==> src/rtl/prog_loader_pkg.sv <==
// Shared processor package: memory geometry defaults and the loader FSM encoding.
package prog_loader_pkg;

  localparam int unsigned ADDR_W_DEF = 13;
  localparam int unsigned DATA_W_DEF = 18;
  localparam int unsigned COUNT_W    = 13;

  typedef enum logic [3:0] {
    S_IDLE,
    S_LEN_HI,
    S_LEN_LO,
    S_W0,
    S_W1,
    S_W2,
    S_WRITE,
    S_CHK,
    S_DONE,
    S_ERR
  } state_t;

endpackage

==> src/rtl/word_packer.sv <==
// Assembles three stream bytes into one memory word; B0 supplies only the bits above 16.
module word_packer
  import prog_loader_pkg::*;
#(
  parameter int unsigned DATA_W = DATA_W_DEF
) (
  input  logic              clk,
  input  logic              reset,
  input  logic              clear,
  input  logic              load,
  input  logic [1:0]        sel,
  input  logic [7:0]        data,
  output logic [DATA_W-1:0] word
);

  localparam int unsigned HI_W = DATA_W - 16;

  logic [HI_W-1:0] b0;
  logic [7:0]      b1;
  logic [7:0]      b2;

  always_ff @(posedge clk) begin
    if (reset || clear) begin
      b0 <= '0;
      b1 <= '0;
      b2 <= '0;
    end else if (load) begin
      case (sel)
        2'd0:    b0 <= data[HI_W-1:0];
        2'd1:    b1 <= data;
        default: b2 <= data;
      endcase
    end
  end

  assign word = {b0, b1, b2};

endmodule

==> src/rtl/prog_loader.sv <==
// Byte-stream program loader: parses length, packs words, writes memory, verifies XOR checksum.
module prog_loader
  import prog_loader_pkg::*;
#(
  parameter int unsigned ADDR_W    = ADDR_W_DEF,
  parameter int unsigned DATA_W    = DATA_W_DEF,
  parameter int unsigned BASE_ADDR = 0
) (
  input  logic              clk,
  input  logic              reset,
  input  logic              start,
  input  logic [7:0]        in_data,
  input  logic              in_valid,
  output logic              in_ready,
  output logic [ADDR_W-1:0] mem_addr,
  output logic [DATA_W-1:0] mem_data,
  output logic              mem_we,
  output logic              proc_reset,
  output logic              busy,
  output logic              done,
  output logic              error
);

  state_t state, state_next;

  logic [4:0]         len_hi;
  logic [COUNT_W-1:0] len;
  logic [COUNT_W-1:0] words_left;
  logic [ADDR_W-1:0]  addr;
  logic [7:0]         csum;
  logic               xfer;
  logic               launch;
  logic               pack_load;
  logic [1:0]         pack_sel;
  logic [DATA_W-1:0]  word;

  assign len  = {len_hi, in_data};
  assign xfer = in_valid && in_ready;

  word_packer #(.DATA_W(DATA_W)) u_packer (
    .clk   (clk),
    .reset (reset),
    .clear (launch),
    .load  (pack_load),
    .sel   (pack_sel),
    .data  (in_data),
    .word  (word)
  );

  always_ff @(posedge clk) begin
    if (reset) state <= S_IDLE;
    else       state <= state_next;
  end

  always_comb begin
    state_next = state;
    in_ready   = 1'b0;
    mem_we     = 1'b0;
    mem_addr   = '0;
    mem_data   = '0;
    proc_reset = 1'b1;
    busy       = 1'b0;
    done       = 1'b0;
    error      = 1'b0;
    launch     = 1'b0;
    pack_load  = 1'b0;
    pack_sel   = 2'd0;
    case (state)
      S_IDLE, S_DONE, S_ERR: begin
        proc_reset = (state != S_DONE);
        done       = (state == S_DONE);
        error      = (state == S_ERR);
        if (start) begin
          launch     = 1'b1;
          state_next = S_LEN_HI;
        end
      end
      S_LEN_HI: begin
        in_ready = 1'b1;
        busy     = 1'b1;
        if (in_valid) state_next = S_LEN_LO;
      end
      S_LEN_LO: begin
        in_ready = 1'b1;
        busy     = 1'b1;
        if (in_valid) state_next = (len != '0) ? S_W0 : S_CHK;
      end
      S_W0, S_W1, S_W2: begin
        in_ready  = 1'b1;
        busy      = 1'b1;
        pack_load = in_valid;
        pack_sel  = (state == S_W0) ? 2'd0 : (state == S_W1) ? 2'd1 : 2'd2;
        if (in_valid) begin
          state_next = (state == S_W0) ? S_W1 : (state == S_W1) ? S_W2 : S_WRITE;
        end
      end
      S_WRITE: begin
        busy       = 1'b1;
        mem_we     = 1'b1;
        mem_addr   = addr;
        mem_data   = word;
        state_next = (words_left == COUNT_W'(1)) ? S_CHK : S_W0;
      end
      S_CHK: begin
        in_ready = 1'b1;
        busy     = 1'b1;
        if (in_valid) state_next = (in_data == csum) ? S_DONE : S_ERR;
      end
      default: state_next = S_IDLE;
    endcase
  end

  always_ff @(posedge clk) begin
    if (reset) begin
      len_hi     <= '0;
      words_left <= '0;
      addr       <= '0;
      csum       <= '0;
    end else if (launch) begin
      len_hi     <= '0;
      words_left <= '0;
      addr       <= ADDR_W'(BASE_ADDR);
      csum       <= '0;
    end else begin
      // The checksum byte itself is excluded from the running XOR.
      if (xfer && state != S_CHK) csum <= csum ^ in_data;
      if (xfer && state == S_LEN_HI) len_hi <= in_data[4:0];
      if (xfer && state == S_LEN_LO) words_left <= len;
      if (state == S_WRITE) begin
        words_left <= words_left - COUNT_W'(1);
        addr       <= addr + ADDR_W'(1);
      end
    end
  end

endmodule

==> config.mk <==
export PLATFORM = sky130hd
export DESIGN_NAME = prog_loader
export DESIGN_NICKNAME = d
export VERILOG_FILES = /design/src/rtl/prog_loader_pkg.sv /design/src/rtl/word_packer.sv /design/src/rtl/prog_loader.sv
export SDC_FILE = /design/constraint.sdc
export NUM_CORES = 1
export LEC_CHECK = 0
export CORE_MARGIN = 10
export CORE_UTILIZATION = 54
export CTS_CLUSTER_SIZE = 16
export DETAILED_ROUTE_END_ITERATION = 6
export PLACE_DENSITY = 0.8
export SLEW_MARGIN = 20
export SYNTH_ARGS = -nofsm -noshare
export SYNTH_HDL_FRONTEND = slang
export SYNTH_SLANG_ARGS = --single-unit
==> constraint.sdc <==
create_clock -name clk -period 1.9 [get_ports clk]
set_input_delay 0.19 -clock clk [delete_from_list [all_inputs] [get_ports clk]]
set_output_delay 0.19 -clock clk [all_outputs]
set_load 0.1 [all_outputs]
==> summary.md <==
For the final-report hold violation count, the log shows 0. The critical path launch point type was a register. The first routing iteration left 215 violations. The average cell area after synthesis was 8.22 sq um. The tree is rooted in a clkbuf_8. The floorplan die area came out at 9210 sq um. Sequential elements use 39.2% of the synthesized area.

The power density of the placed cells came out at 715 nW/um^2. At the end of routability-driven placement, the weighted congestion stood at 0.897. Setup slack closes at 0.0715 ns. The maximum fanout along the worst path is 17.

Buffers inserted during clock tree synthesis total 9. The flow ran to the end, and the final reports show no timing, DRC or antenna violations. The initial utilization of the core area, before any placement, comes to 56.2%. The global routing usage summed across all routing layers was 21.6%; the later-pin clock latency in the skew report was 0.34 ns. Of all flip-flops after synthesis, the portion carrying an async set or reset was 0%. Relative to the synthesized area, the layout overhead comes to 46.5%. The biggest area contributor in the post-synthesis netlist is dfxtp_1. Main flop type after synthesis: dfxtp_1. The run gives 0.00752 ns as the worst clock skew. The measured slew at the worst slew-check pin is 0.479 ns, and the total via count in the routed design is 3100. The detailed-route vias per instance was 5.93; the worst setup timing slack at the placement stage was -0.00303 ns. The tools report the worst path required time as 1.71 ns.

TritonCTS built the clock tree. The endpoint class of the critical path is a primary output. The floorplan die width was 96.0 um. Derived from the worst setup path, the maximum achievable clock frequency is 0.547 GHz. Registers take 1220 sq um. After synthesis, the netlist uses 48 different library cells. The floorplan has 27 rows.

The mapped cell area is 3120 sq um, and the initial antenna violation count is 0. The logs give 461 for the net total in the final layout and 3145 for the via count of the first global-routing pass. The first detailed-routing pass took 5 iterations. The die height is 96.0 um. Setup slack on the worst reg-to-reg path comes out at 0.13 ns. The worst min-delay path category was reg2reg. Buffers placed on the I/O ports in this run total 48. After synthesis, the cell types taking the most area are dfxtp_1, and2_1, mux2i_1. Summed over its instances, the top area cell type makes up 39.2% of the synthesized netlist area.

The final routed wirelength across all metal layers is 9.57 mm. After clock tree synthesis, the clock-pin slew on the worst setup and hold paths is 0.07 ns. Headroom to the max-slew limit came out at 67.9%. Setup violations remaining at the end of the flow were counted as 0. The count of state elements after synthesis was 61. IR analysis of the VDD net gives a maximum drop of 0.579 mV. The number of warnings reported in the yosys synthesis log was 0; the half-perimeter wire length after detailed placement was 6.84 mm. The global route total overflow was 0; the number of max-cap violations was 0.

The number of nets handed over by synthesis was 394. Entering global routing, the biggest net connects 32 pins. The count of flip-flops with a built-in enable after synthesis was 0; the final clock period utilization by the worst path was 96.2%. The maximum clock insertion buffer count came out at 2.

The filler cells instantiated in the layout total 341. The tools report the final-report max-slew violation count as 0. In this run the static leakage power is 1.77 nW.

The tools report the number of primary I/O pins as 49. The number of clock sinks was 61. The fraction of layout cells with a size suffix above 1 came out at 28.6%. For this run, design rule violations remaining after detail routing come to 0. The repair_antennas step left the layout with diodes totalling 0. In this run the standard cell core region covers 5540 sq um.

The multi-input logic area came out at 1820 sq um. For the cts-stage hold buffer count, the log shows 0. The run gives 0 as the count of antenna-violating nets left after detailed routing. The type of the setup path with the least slack is reg2out.

The first global-routing pass estimated 15.7 mm of wire. Clock period minus final worst setup slack: 1.83 ns. The H-tree generated during clock tree synthesis spans 3 levels. The endpoint arrival time on the critical path is 1.64 ns. Setup repair after global routing left no endpoint under its margin. Dividing the detail-routed wire length by the instance count gives 18.3 um. For the final core utilization, the log shows 82.4%.

The run gives 379 as the cell count after synthesis.
report_power, final:
| part | leakage [nW] | internal, mW | switching [mW] |
|---|---|---|---|
| Clock | 0.118 | 0.880 | 0.531 |
| Combinational | 1.16 | 0.205 | 0.308 |
| Sequential | 0.494 | 1.31 | 0.0323 |
state kept, by name (all words and copies together) (netlist names):
| register | cells |
|---|---|
| addr | 13 |
| words_left | 13 |
| csum | 8 |
| u_packer.b1 | 8 |
| u_packer.b2 | 8 |
| len_hi | 5 |
| state | 4 |
| u_packer.b0 | 2 |
layout make-up:
class	instances	share of cell area, %
flip-flops and latches	61	26.8
inverters	20	1.78
clock inverters	5	2.36
well taps	72	1.97
multi-input cells	274	39.8
clock buffers	11	2.88
repair buffers	80	24.3
cell usage after synthesis, drive strengths merged, types with 2 or more instances:
cell type   n
mux2i      21
and3        2
nor3b       2
nand2b      5
a31oi       9
a211o       3
nor3        5
nor2       41
xnor2      10
a21oi      24
xor2       10
nand3      14
ha          3
nand4      11
and2       34
or2         2
nand2      16
dfxtp      61
a2bb2oi     2
clkbuf     17
o311ai      2
o211ai      3
or4         2
or3        13
inv        20
o21ai      19
buf         7
nor4        4
worst paths after layout:
check,from,cells after the start,endpoint
worst min-delay path,u_packer.b0[0],2,u_packer.b0[0]
worst max register to register,words_left[0],7,words_left[12]
worst max-delay path,state[3],5,mem_data[7]
worst min register to register,u_packer.b0[0],2,u_packer.b0[0]
layer usage:
| metal | global-route usage [%] | part of all wire (%) | routed length, um |
|---|---|---|---|
| met5 | 0 | 0 | 0 |
| met1 | 23.6 | 40 | 3870 |
| met4 | 8.72 | 2.7 | 256 |
| met3 | 6.23 | 6.9 | 659 |
| met2 | 38.4 | 50 | 4790 |
per-stage QoR:
step	setup TNS, ns	area (sq um)	hold WS (ns)	power, mW	std cells
final	0	4560	0.493	3.26	523
after global routing	0	4560	0.516	3.38	523
after CTS	-0.0514	4510	0.494	3.24	521
after detailed placement	-0.00303	4240	0.481	1.84	503
after global placement	0	4240	0.467	1.82	503
after floorplan	-1.10	3190	0.259	1.66	379
cell usage in the layout, fill, tap and decap left out, types with 3 or more instances in the layout:
| cell | count |
|---|---|
| a211o_1 | 3 |
| a21oi_1 | 24 |
| a31oi_1 | 9 |
| and2_1 | 3 |
| and2_2 | 13 |
| and2_4 | 18 |
| buf_12 | 38 |
| buf_4 | 29 |
| bufinv_16 | 3 |
| clkbuf_8 | 9 |
| clkdlybuf4s50_1 | 11 |
| dfxtp_1 | 58 |
| dfxtp_2 | 3 |
| ha_1 | 3 |
| inv_1 | 18 |
| mux2i_1 | 21 |
| nand2_1 | 15 |
| nand2b_1 | 5 |
| nand3_1 | 14 |
| nand4_1 | 11 |
| nor2_1 | 38 |
| nor3_1 | 5 |
| nor4_1 | 3 |
| o211ai_1 | 3 |
| o21ai_0 | 19 |
| or3_1 | 13 |
| xnor2_1 | 10 |
| xor2_1 | 10 |
cell families after synthesis:
kind of cell,share of synthesized area [%]
multiplexers,6.75
adder cells (fa/ha/maj),1.20
XOR/XNOR,5.62
AND/OR/NAND/NOR,26.5
buffers and inverters,5.94
AO/OA/AOI/OAI,14.7
flip-flops,39.2
repair_timing:
item	CTS	global route
gates resized for setup	4	9
pin swaps	0	2
buffers inserted	2	2
gates cloned	0	0
endpoints found under the setup margin	33	29
worst max-delay path: stages (launching register included):
cell and delay (ns):
dfxtp_1 0.36, nand4bb_4 0.27, inv_4 0.12, buf_6 0.17
and2_2 0.20, buf_12 0.18
Note: power is estimated with default switching activity, not from simulation.
